[src/rtl/alu_issue_pkg.sv]
// Shared types for the ALU issue/collect controller: pipe depth, ctrl width,
// FSM states and the default result-entry layout.
package alu_issue_pkg;

    localparam int ALU_LATENCY = 3;
    localparam int ALU_CTRL_W  = 8;
    localparam int RES_DATA_W  = 16;
    localparam int RES_TAG_W   = 4;

    typedef enum logic [1:0] {
        RUN,
        DRAIN,
        WAIT,
        DONE
    } issue_state_t;

    typedef struct packed {
        logic [RES_DATA_W-1:0] data;
        logic                  cout;
        logic [RES_TAG_W-1:0]  tag;
    } alu_res_t;

endpackage

[src/rtl/alu_res_fifo.sv]
// First-word-fall-through result FIFO; the head entry is visible whenever not empty.
// A push on a full FIFO is accepted only when a pop happens in the same cycle.
module alu_res_fifo
    import alu_issue_pkg::*;
#(
    parameter type ENTRY_T = alu_res_t,
    parameter int  DEPTH   = 4
) (
    input  logic   clk,
    input  logic   reset,
    input  logic   i_push,
    input  ENTRY_T i_din,
    input  logic   i_pop,
    output ENTRY_T o_head,
    output logic   o_full,
    output logic   o_empty
);
    localparam int AW = $clog2(DEPTH);

    ENTRY_T          r_mem [DEPTH];
    logic   [AW:0]   r_wr_ptr;
    logic   [AW:0]   r_rd_ptr;
    logic            w_wr_en;
    logic            w_rd_en;

    assign o_empty = (r_wr_ptr == r_rd_ptr);
    assign o_full  = (r_wr_ptr[AW] != r_rd_ptr[AW]) &&
                     (r_wr_ptr[AW-1:0] == r_rd_ptr[AW-1:0]);
    assign w_rd_en = i_pop & ~o_empty;
    assign w_wr_en = i_push & (~o_full | w_rd_en);
    assign o_head  = r_mem[r_rd_ptr[AW-1:0]];

    always_ff @(posedge clk) begin
        if (w_wr_en) begin
            r_mem[r_wr_ptr[AW-1:0]] <= i_din;
        end
    end

    always_ff @(posedge clk or posedge reset) begin
        if (reset) begin
            r_wr_ptr <= '0;
            r_rd_ptr <= '0;
        end else begin
            if (w_wr_en) r_wr_ptr <= r_wr_ptr + 1'b1;
            if (w_rd_en) r_rd_ptr <= r_rd_ptr + 1'b1;
        end
    end

endmodule

[src/rtl/alu_issue_ctrl.sv]
// Issue/collect controller for the 3-stage enable-only ALU pipe, with flush/drain FSM.
// Optional ALU_ISSUE_CTRL_PERF_EN adds perf_issued / perf_stall counters.
module alu_issue_ctrl
    import alu_issue_pkg::*;
#(
    parameter int REG_WIDTH = 16,
    parameter int TAG_W     = 4,
    parameter int RES_DEPTH = 4
) (
    input  logic                  clk,
    input  logic                  reset,
    input  logic                  op_valid,
    output logic                  op_ready,
    input  logic [REG_WIDTH-1:0]  op_a,
    input  logic [REG_WIDTH-1:0]  op_b,
    input  logic [ALU_CTRL_W-1:0] op_ctrl,
    input  logic                  op_cin,
    input  logic [TAG_W-1:0]      op_tag,
    output logic [REG_WIDTH-1:0]  alu_a,
    output logic [REG_WIDTH-1:0]  alu_b,
    output logic [ALU_CTRL_W-1:0] alu_ctrl,
    output logic                  alu_cin,
    output logic                  alu_pipe_active,
    input  logic [REG_WIDTH-1:0]  alu_out,
    input  logic                  alu_cout,
    output logic                  res_valid,
    input  logic                  res_ready,
    output logic [REG_WIDTH-1:0]  res_data,
    output logic                  res_cout,
    output logic [TAG_W-1:0]      res_tag,
    input  logic                  flush_req,
    output logic                  flush_done,
    output logic                  busy
`ifdef ALU_ISSUE_CTRL_PERF_EN
    ,
    output logic [31:0]           perf_issued,
    output logic [31:0]           perf_stall
`endif
);
    typedef struct packed {
        logic [REG_WIDTH-1:0] data;
        logic                 cout;
        logic [TAG_W-1:0]     tag;
    } res_t;

    issue_state_t           r_state;
    logic                   r_live;
    logic [ALU_LATENCY-1:0] r_v;
    logic [TAG_W-1:0]       r_tg [ALU_LATENCY];

    logic w_full;
    logic w_empty;
    logic w_stall;
    logic w_adv;
    logic w_hs;
    logic w_push;
    logic w_pop;
    res_t w_push_data;
    res_t w_head;

    // r_live holds the pipe and op_ready low while reset is asserted.
    assign w_stall         = r_v[ALU_LATENCY-1] & w_full;
    assign w_adv           = r_live & ~w_stall;
    assign alu_pipe_active = w_adv;
    assign op_ready        = w_adv & (r_state == RUN) & ~flush_req;
    assign w_hs            = op_valid & op_ready;
    assign w_push          = w_adv & r_v[ALU_LATENCY-1];
    assign w_pop           = res_valid & res_ready;

    assign alu_a    = op_a;
    assign alu_b    = op_b;
    assign alu_ctrl = op_ctrl;
    assign alu_cin  = op_cin;

    assign w_push_data = '{data: alu_out, cout: alu_cout, tag: r_tg[ALU_LATENCY-1]};

    assign res_valid  = ~w_empty;
    assign res_data   = w_empty ? '0 : w_head.data;
    assign res_cout   = w_empty ? 1'b0 : w_head.cout;
    assign res_tag    = w_empty ? '0 : w_head.tag;
    assign busy       = (|r_v) | ~w_empty;
    assign flush_done = (r_state == DONE);

    alu_res_fifo #(
        .ENTRY_T (res_t),
        .DEPTH   (RES_DEPTH)
    ) u_res_fifo (
        .clk     (clk),
        .reset   (reset),
        .i_push  (w_push),
        .i_din   (w_push_data),
        .i_pop   (w_pop),
        .o_head  (w_head),
        .o_full  (w_full),
        .o_empty (w_empty)
    );

    // Shadow valid/tag pipe mirrors the ALU stages and moves only with the ALU enable.
    always_ff @(posedge clk or posedge reset) begin
        if (reset) begin
            r_live <= 1'b0;
            r_v    <= '0;
            for (int i = 0; i < ALU_LATENCY; i++) r_tg[i] <= '0;
        end else begin
            r_live <= 1'b1;
            if (w_adv) begin
                r_v     <= {r_v[ALU_LATENCY-2:0], w_hs};
                r_tg[0] <= op_tag;
                for (int i = 1; i < ALU_LATENCY; i++) r_tg[i] <= r_tg[i-1];
            end
        end
    end

    always_ff @(posedge clk or posedge reset) begin
        if (reset) begin
            r_state <= RUN;
        end else begin
            case (r_state)
                RUN:     if (flush_req)  r_state <= DRAIN;
                DRAIN:   if (r_v == '0)  r_state <= WAIT;
                WAIT:    if (w_empty)    r_state <= DONE;
                DONE:                    r_state <= RUN;
                default:                 r_state <= RUN;
            endcase
        end
    end

`ifdef ALU_ISSUE_CTRL_PERF_EN
    always_ff @(posedge clk or posedge reset) begin
        if (reset) begin
            perf_issued <= '0;
            perf_stall  <= '0;
        end else begin
            if (w_hs)   perf_issued <= perf_issued + 32'd1;
            if (!w_adv) perf_stall  <= perf_stall + 32'd1;
        end
    end
`endif

endmodule
[config.mk]
export PLATFORM = sky130hd
export DESIGN_NAME = alu_issue_ctrl
export DESIGN_NICKNAME = d
export VERILOG_FILES = /design/src/rtl/alu_issue_pkg.sv /design/src/rtl/alu_res_fifo.sv /design/src/rtl/alu_issue_ctrl.sv
export SDC_FILE = /design/constraint.sdc
export NUM_CORES = 1
export LEC_CHECK = 0
export BUFFER_PORTS_ARGS = -buffer_cell sky130_fd_sc_hd__clkbuf_2
export CAP_MARGIN = 20
export CORE_MARGIN = 1
export CORE_UTILIZATION = 30
export CTS_BUF_LIST = sky130_fd_sc_hd__clkbuf_2
export DETAILED_ROUTE_END_ITERATION = 16
export PLACE_DENSITY_LB_ADDON = 0.3
export RECOVER_POWER = 100
export SYNTH_ARGS = -nofsm -noshare
export SYNTH_HDL_FRONTEND = slang
export SYNTH_SLANG_ARGS = --single-unit
[constraint.sdc]
create_clock -name clk -period 4.6 [get_ports clk]
set_clock_uncertainty 0.05 [all_clocks]
set_input_delay 0.92 -clock clk [delete_from_list [all_inputs] [get_ports clk]]
set_output_delay 0.92 -clock clk [all_outputs]
set_load 0.05 [all_outputs]
; ---- Yosys cells after proc, flatten, opt, wreduce, memory -nomap -nowiden
; Memory sizes are Yosys's and may differ from the RTL's.
; Index checks and enable logic that the tools add are counted.
; Widths: inputs -> output; s select.
[word_totals]
regBits = 24
mem_bits_rw = 84
in_bits = 67
output_inout_bits = 67
mem_count = 1
[classes]
addsub = 2
n_eq_ne = 9
mux = 9
n_bitwise = 15
n_reduce_logical = 5
[mem_list]
columns = name, words, width, rd, rd_clocked_by_memory_dff, write_ports, line
row1 = u_res_fifo.r_mem, 4, 21, 1, 0, 1, alu_res_fifo.sv:20  ; ENTRY_T r_mem [DEPTH];
[ops]
columns = operator, n
row1 = $mux 16, 1
row2 = $and 1x1->1, 9
row3 = $pmux 2 s4, 1
row4 = $add 3x1->3 const B, 2
row5 = $mux 2, 3
row6 = $eq 2x2->1 const B, 2
row7 = $mux 4, 1
row8 = $ne 2x2->1 const B, 2
row9 = $not 1->1, 4
row10 = $eq 3x3->1, 1
row11 = $logic_not 3->1, 1
row12 = $mux 1, 3
row13 = $reduce_and 3->1, 1
row14 = $reduce_or 3->1, 1
row15 = $eq 2x1->1 const B, 1
row16 = $eq 2x2->1, 1
row17 = $logic_not 2->1, 1
row18 = $ne 2x1->1 const B, 1
row19 = $or 1x1->1, 2
row20 = $logic_and 1x1->1, 1
row21 = $ne 1x1->1, 1

; ---- Depth between registers and ports, before layout
; Gate-level depths: netlist of the first run.
[depth]
depth_word = 9
mapped_depth = 7

; ---- Hierarchy
; A second synthesis of the first run with hierarchy kept.
[hier_totals]
cells_unflattened = 266
area_unflattened_um2 = 4698.3
[by_module_without_submodules]
columns = module, instances, cells_each, area_each_um2
row1 = alu_res_fifo, 1, 146, 3455.8
row2 = alu_issue_ctrl, 1, 120, 1242.4

; ---- Worst setup path after synthesis of the first run
; OpenSTA, ideal clock, no wires.
[synth_path]
path_type = reg2out
start = register u_res_fifo.r_rd_ptr[0]
end = output port op_ready
t_arrival_ns = 2.357
slack_ns = 1.273
path_stages_with_launch = 8
n_path_buf = 3
cell_sequence = dfrtp_1 > buf_6 > xnor2_2 > nand3_1 > o21a_1 > buf_6 > buf_8 > nor3b_1
[synth_between]
elab_chain_len = 7
[synth_rtl]
columns = item, line
row1 = from (decl), alu_res_fifo.sv:22  ; logic [AW:0] r_rd_ptr;
row2 = from (signal assigned), alu_res_fifo.sv:45  ; if (w_rd_en) r_rd_ptr <= r_rd_ptr + 1'b1;
row3 = $eq 2x2->1, alu_res_fifo.sv:28  ; (r_wr_ptr[AW-1:0] == r_rd_ptr[AW-1:0]);
row4 = $logic_and 1x1->1, alu_res_fifo.sv:27  ; assign o_full = (r_wr_ptr[AW] != r_rd_ptr[AW]) &&
row5 = $and 1x1->1, alu_issue_ctrl.sv:62  ; assign w_stall = r_v[ALU_LATENCY-1] & w_full;
row6 = $not 1->1, alu_issue_ctrl.sv:63  ; assign w_adv = r_live & ~w_stall;
row7 = $and 1x1->1, alu_issue_ctrl.sv:63
row8 = named net alu_pipe_active, alu_issue_ctrl.sv:23  ; output logic alu_pipe_active,
row9 = $and 1x1->1 (2 in a row), alu_issue_ctrl.sv:65  ; assign op_ready = w_adv & (r_state == RUN) & ~flush_req;
row10 = to (decl), alu_issue_ctrl.sv:13  ; output logic op_ready,
; The timed path passes the listed nets, and every way through them passes these cells.

; ---- Worst setup path after layout of the first run
[layout_path]
start = register u_res_fifo.r_rd_ptr[0]
end = output port res_cout
[layout_between]
elab_chain_len = 2
[layout_rtl]
columns = item, line
row1 = $mem_v2 4x21 or $eq 3x3->1 (tied branches), --
row2 = $mux 1 *, alu_issue_ctrl.sv:79  ; assign res_cout = w_empty ? 1'b0 : w_head.cout;
row3 = to (decl), alu_issue_ctrl.sv:29  ; output logic res_cout,
; Every way passes the cells marked *; elsewhere a longest branch is shown, timed or not.

==> results of run 1 <==
[metal layers]
metal	vias to the layer above	share of wire	GRT usage
met3	20	0.063	0.0360
li1	971	-	-
met1	1058	0.45	0.135
met2	64	0.47	0.166
met4	0	0.022	0.0490
met5	-	0	0
[state kept, by name (all words and copies together), names as in the netlist]
register,flops
r_tg,12
u_res_fifo.r_wr_ptr,3
u_res_fifo.r_mem,84
r_state,2
r_live,1
u_res_fifo.r_rd_ptr,3
r_v,3
[power by group]
part / internal (mW) / switching, mW
logic: 0.439 / 0.973
clock network: 0.0720 / 0.295
registers: 1.16 / 0.0943
total: 1.67 / 1.36
[worst paths after layout]
check | from | cells past startpoint | endpoint
max in group asynchronous | reset | 2 | r_tg[6]
min in group clk | u_res_fifo.r_rd_ptr[2] | 1 | u_res_fifo.r_rd_ptr[2]
min reg2reg | u_res_fifo.r_rd_ptr[2] | 1 | u_res_fifo.r_rd_ptr[2]
max | u_res_fifo.r_rd_ptr[0] | 4 | res_cout
max reg2reg | u_res_fifo.r_rd_ptr[0] | 4 | u_res_fifo.r_mem[3][7]
min | reset | 2 | u_res_fifo.r_wr_ptr[0]
[placed cells by master (no fill, tap or decap)]
master and instances:
and2_1 21, a21oi_1 1, buf_4 4, o31ai_1 1
conb_1 1, inv_6 1, dfrtp_1 24, clkinv_2 1
and2_0 4, edfxtp_1 84, nor3b_1 2, a22o_1 1
xnor2_1 3, o21ai_0 2, nand3_1 1, xor2_1 3
clkbuf_1 42, or4_1 1, clkinv_1 1, o21a_1 1
and3_1 1, mux2_1 8, a31oi_1 1, clkbuf_2 23
mux4_2 21, o32a_1 1, inv_1 7, clkinvlp_4 3
ha_1 10, xnor2_2 1, nand3b_1 1, nand2_1 4
mux2_2 8
[metrics by stage]
step / utilization / hold slack, ps / worst slack, ps / std cells
5_1_grt: 0.319 / 434 / 401 / 476
2_1_floorplan: - / 410 / 1270 / 264
4_1_cts: 0.325 / 454 / 931 / 476
6_report: 0.319 / 442 / 749 / 476
3_3_place_gp: 0.320 / 426 / 1640 / 460
3_5_place_dp: 0.320 / 428 / 1610 / 460
[layout make-up]
cell class	count	area, um2
fillers	1530	10400
clock buffers	10	50.0
clock inverters	6	40.0
multi-input cells	98	1120
inverters	7	26.3
well taps	188	235
flip-flops and latches	108	3120
repair buffers	59	253
[logic make-up after synthesis]
logic type,Yosys count,share of synthesized area
mux,37,0.146
flops,108,0.666
fa+ha+maj,10,0.0267
compound gates,8,0.0117
other cells,1,0.000800
xor+xnor,7,0.0163
buf+inv,58,0.0870
simple gates,35,0.0454
==> reports/results.ini, run 1 <==
[outcome]
status = completed

[critical_path]
crit_chain = buf_4, mux4_2, and2_1, clkbuf_1
r2r_setup_slack_ps = 1050
crit_type = reg -> out
required_ps = 3630
cp_data_arrival_time_ps = 2880
max_stage_delay_ps = 920
critical_path_peak_fanout = 13
crit_slowest_cell = dfrtp_1
cp-end-kind = output port
crit_buf_inv = 2
start_kind = register
crit_family = flip-flops

[floorplan]
dieArea_um2 = 16100
die_y_um = 127
row_count = 45
ios = 134
die_x_um = 127
start_util = 0.308
core-area_um2 = 15200

[yosys]
synth_area_leader_cell = edfxtp_1
syn_nets = 341
synth_edf_count = 84
yosys-top-cells-area = edfxtp_1, dfrtp_1, mux4_2, buf_4, and2_1
synth_cell_types = 30
synth_cells = 264
async_flop_share = 0.222
synth_warnings = 0
yosysMostFrequentCell = edfxtp_1
synth_top_area_frac = 0.538
seq_area_frac_synth = 0.666
synth_commonest_cells = edfxtp_1, buf_4, and2_1
synth.avg_cell_area_um2 = 17.8
synth.ff_latch_count = 108
syn-cell-area_um2 = 4690
synth_ff_type = edfxtp_1

[finish]
fin_area_um2 = 4850
antenna_cells = 0
num-nets-final = 360
drive_above_1_share = 0.215
syn2layout_area_growth_pct = 3.39

[timing]
fin_crit_sh = 0.837
tightest_slew_ps = 1080
max_slew_margin = 0.280
fin_crit_ps = 3850
clock.fmax_ghz = 0.260
rsz0062_at_grt = false
finalSetupViolations = 0
setup_tns_ps = 0
final-hold-violation-count = 0
report.final.slew_viol_count = 0

[global_routing]
grt_pass1_vias = 2299
grt_max_degree = 26
track_usage = 0.107
grt-ovfl-total = 0
grt_pass1_wl_um = 12800
antenna_found_initial = 0

[drt]
first_pass_iters = 4
finalWirelength_um = 7980
viasPerCell = 4.44
drc_errors = 0
final_antenna_net_count = 0
initialDrtViolationCount = 103
wl_per_cell_um = 16.8
via_count = 2113

[clock_network]
cts_tree = done
clockRootBuffer = clkbuf_2
htreeDepth = 3
cts_resized = 0
postCtsSetupRepairBufs = 0
cts_buffers = 9
clock_sink_count = 108
clock_latency_ps = 560
clockBufferDepth = 2
postCtsHoldBufs = 0
clk_pin_slew_ps = 280

[placed_design]
portBuffers = 51
dp_hpwl_um = 5190
post_dp_cell_area_um2 = 4860
routabilityCongestion = 0.677

[power_and_ir_drop]
irDropWorstVdd_uv = 218
power.density_nw_per_um2 = 625
p_leak_nw = 1.66
p_total_mw = 3.03

[hold_path]
worstHoldPathType = in -> async

[flow_run]
max_cap_violations = 0

(Power assumes the default switching activity.)
==> run 2, diff against run 1 <==
--- a/config.mk
+++ b/config.mk
@@ -5,6 +5,7 @@
 export SDC_FILE = /design/constraint.sdc
 export NUM_CORES = 1
 export LEC_CHECK = 0
+export ABC_AREA = 1
 export BUFFER_PORTS_ARGS = -buffer_cell sky130_fd_sc_hd__clkbuf_2
 export CAP_MARGIN = 20
 export CORE_MARGIN = 1
==> constraint.sdc (replaced) <==
create_clock -name clk -period 4 [get_ports clk]
set_clock_uncertainty 0.05 [all_clocks]
set_input_delay 0.8 -clock clk [delete_from_list [all_inputs] [get_ports clk]]
set_output_delay 0.8 -clock clk [all_outputs]
set_load 0.05 [all_outputs]
==> run 2 against run 1 <==
  * Clock-buffer cell count down 1
  * Critical path depth up 3
  * Largest power group unchanged
  * Synthesized cell count up 74%
  * Largest cell class unchanged
  * Global-route usage up 1.7 points
  * Via count up 44%
  * Final area up 6.3%
  * Die area up 5.3%
==> reports/results.ini, run 2 <==
[outcome]
status = completed

[floorplan]
dieArea_um2 = 17000  ; +5.3%
row_count = 46  ; +2.2%
start_util = 0.309  ; +0.000414
ios = 134  ; unchanged
core-area_um2 = 16000  ; +5.3%
die_y_um = 130  ; +2.6%
die_x_um = 130  ; +2.6%

[finish]
final_common_cell = edfxtp_1
drive_above_1_share = 0.0807  ; -0.135
fin_area_um2 = 5150  ; +6.3%
fillers = 1705  ; +11%
largest_reg_flops = 84  ; unchanged
syn2layout_area_growth_pct = 4.31
final_cell_mix = edfxtp_1, nand2_1, nor2_1
num-nets-final = 543  ; +51%
final_cells = 688  ; +45%

[placed_design]
place_ws_ps = 746  ; -863 ps
routabilityCongestion = 0.707  ; +4.4%
post_dp_cell_area_um2 = 5100  ; +5.0%
dp_hpwl_um = 6250  ; +20%
place_inst = 671  ; +46%
portBuffers = 51  ; unchanged

[yosys]
synth_top_area_frac = 0.511  ; -0.0275
async_flop_share = 0.222  ; unchanged
synth_area_leader_cell = edfxtp_1
syn-cell-area_um2 = 4940  ; +5.4%
seq_area_frac_synth = 0.632  ; -0.0341
yosysMostFrequentCell = edfxtp_1
synth_warnings = 0  ; unchanged
syn_nets = 536  ; +57%
synth.ff_latch_count = 108  ; unchanged
yosys-top-cells-area = edfxtp_1, dfrtp_1, buf_4, o21ai_0, nand2_1
synth_commonest_cells = edfxtp_1, nand2_1, nor2_1
synth_cell_types = 27  ; -10%
synth_cells = 459  ; +74%
synth_ff_type = edfxtp_1
synth.avg_cell_area_um2 = 10.8  ; -39%
synth_edf_count = 84  ; unchanged

[drt]
finalWirelength_um = 9980  ; +25%
drc_errors = 0  ; unchanged
first_pass_iters = 4  ; unchanged
via_count = 3037  ; +44%
wl_per_cell_um = 14.5  ; -13%
final_antenna_net_count = 0  ; unchanged
initialDrtViolationCount = 153  ; +49%
viasPerCell = 4.41  ; -0.56%

[clock_network]
clock_sink_count = 108  ; unchanged
clockRootBuffer = clkbuf_2
cts_tree = done
clock_latency_ps = 590  ; +30 ps
htreeDepth = 3  ; unchanged
clockBufferDepth = 2  ; unchanged
cts_buffers = 9  ; unchanged
clk_pin_slew_ps = 280  ; about the same

[critical_path]
start_kind = register
crit_slowest_cell = dfrtp_1
cp_data_arrival_time_ps = 2760  ; -120 ps
cp-end-kind = output port
crit_chain = inv_6, nand2_1, nand2_2, nand4_4, nand2_4, nor3_4, clkbuf_1
max_stage_delay_ps = 660  ; -260 ps
crit_type = reg -> out
required_ps = 3150  ; -480 ps
critical_path_peak_fanout = 44  ; +31

[timing]
clock.fmax_ghz = 0.277
setup_tns_ps = 0  ; unchanged
fin_ws_ps = 386  ; -363 ps
max_slew_margin = 0.0114  ; -0.269
report.final.slew_viol_count = 0  ; unchanged
final-hold-violation-count = 0  ; unchanged
finalSetupViolations = 0  ; unchanged
fin_crit_sh = 0.904
tightest_slew_ps = 1480  ; +403 ps
fin_crit_ps = 3610
rsz0062_at_grt = false

[power_and_ir_drop]
p_total_mw = 3.94  ; +30%
p_sw_mw = 2.04  ; +50%
swShare = 0.517  ; +0.0673
irDropWorstVdd_uv = 306  ; +40%
p_leak_nw = 2.02  ; +22%
p_clk_frac = 0.131  ; +0.010
intPower_mw = 1.90  ; +14%
p_seq_frac = 0.359  ; -0.054
power.share.combinational = 0.510  ; +0.044
power.density_nw_per_um2 = 765  ; +22%

[global_routing]
antenna_found_initial = 1  ; +1
track_usage = 0.124  ; +0.0175
grt-ovfl-total = 0  ; unchanged
grt_pass1_vias = 3048  ; +33%
grt_pass1_wl_um = 15600  ; +22%
grt_max_degree = 45  ; +73%

[flow_run]
max_cap_violations = 0  ; unchanged

[hold_path]
worstHoldPathType = in -> async

-- run 2: cell count changes after synthesis, sizes merged, moves of 16 or more --
cell   before  now
o21ai       2   67
nor2        0   69
and2       25    0
nand2       4   75
nand3       1   19
inv         7   38
mux4       21    0
mux2       16    0
-- run 2: worst max-delay path: cells and delay by family (launching register included) --
family	cells	cell delay [ps]
buf+inv	2	690
simple gates	5	800
flops	1	660
-- run 2: what timing repair did --
action / in CTS / in global routing
endpoints found under the setup margin: 0 / 2
gates resized for setup: 0 / 1
buffers inserted: 0 / 0
hold buffers: 0 / 0
-- run 2: layout make-up --
class / count / area, um2 / share of cell area
Multi-Input combinational cell: 252 / 1250 / 0.242
Clock buffer: 9 / 45.0 / 0.00874
Antenna cell: 1 / 2.50 / 0.000486
Tap cell: 216 / 270 / 0.0525
Sequential cell: 108 / 3120 / 0.606
Timing Repair Buffer: 57 / 234 / 0.0454
Clock inverter: 7 / 81.3 / 0.0158
Inverter: 38 / 148 / 0.0287
-- run 2: logic make-up after synthesis --
logic type | after synthesis | share of synthesized area
AO/OA/AOI/OAI | 68 | 0.0689
XOR/XNOR | 4 | 0.0109
adder cells (fa/ha/maj) | 10 | 0.0253
buffers and inverters | 99 | 0.114
flip-flops | 108 | 0.632
other | 1 | 0.000759
AND/OR/NAND/NOR | 169 | 0.147
-- run 2: metal layers --
layer  share of wire  track usage
met3           0.073       0.0402
met5               0            0
met2            0.47        0.207
met1            0.41        0.138
met4           0.053       0.0766
-- run 2: power by group through the flow --
stage | combinational [mW] | sequential (mW) | clock [mW]
after floorplan | 1.79 | 1.40 | 0
after global placement | 2.07 | 1.43 | 0
after detailed placement | 2.10 | 1.44 | 0
after CTS | 2.11 | 1.41 | 0.542
after global routing | 2.22 | 1.43 | 0.577
final | 2.01 | 1.41 | 0.518
-- run 2: per-stage QoR --
stage / hold slack [ps] / util
2_1_floorplan: 393 / -
3_3_place_gp: 404 / 0.319
3_5_place_dp: 410 / 0.319
4_1_cts: 277 / 0.327
5_1_grt: 290 / 0.322
6_report: 285 / 0.322
-- run 2: path summary, 6_finish.rpt --
check                                  startpoint                      to  slack [ps]  cells past startpoint
max                        u_res_fifo.r_rd_ptr[0]                op_ready         390                      7
min reg2reg                               r_tg[6]                 r_tg[6]         460                      2
max reg2reg                u_res_fifo.r_rd_ptr[0]  u_res_fifo.r_mem[0][0]         630                      7
min in group clk                        op_tag[0]                 r_tg[8]         360                      3
min                                         reset  u_res_fifo.r_rd_ptr[1]         290                      2
max in group asynchronous                   reset                 r_tg[9]        3030                      2
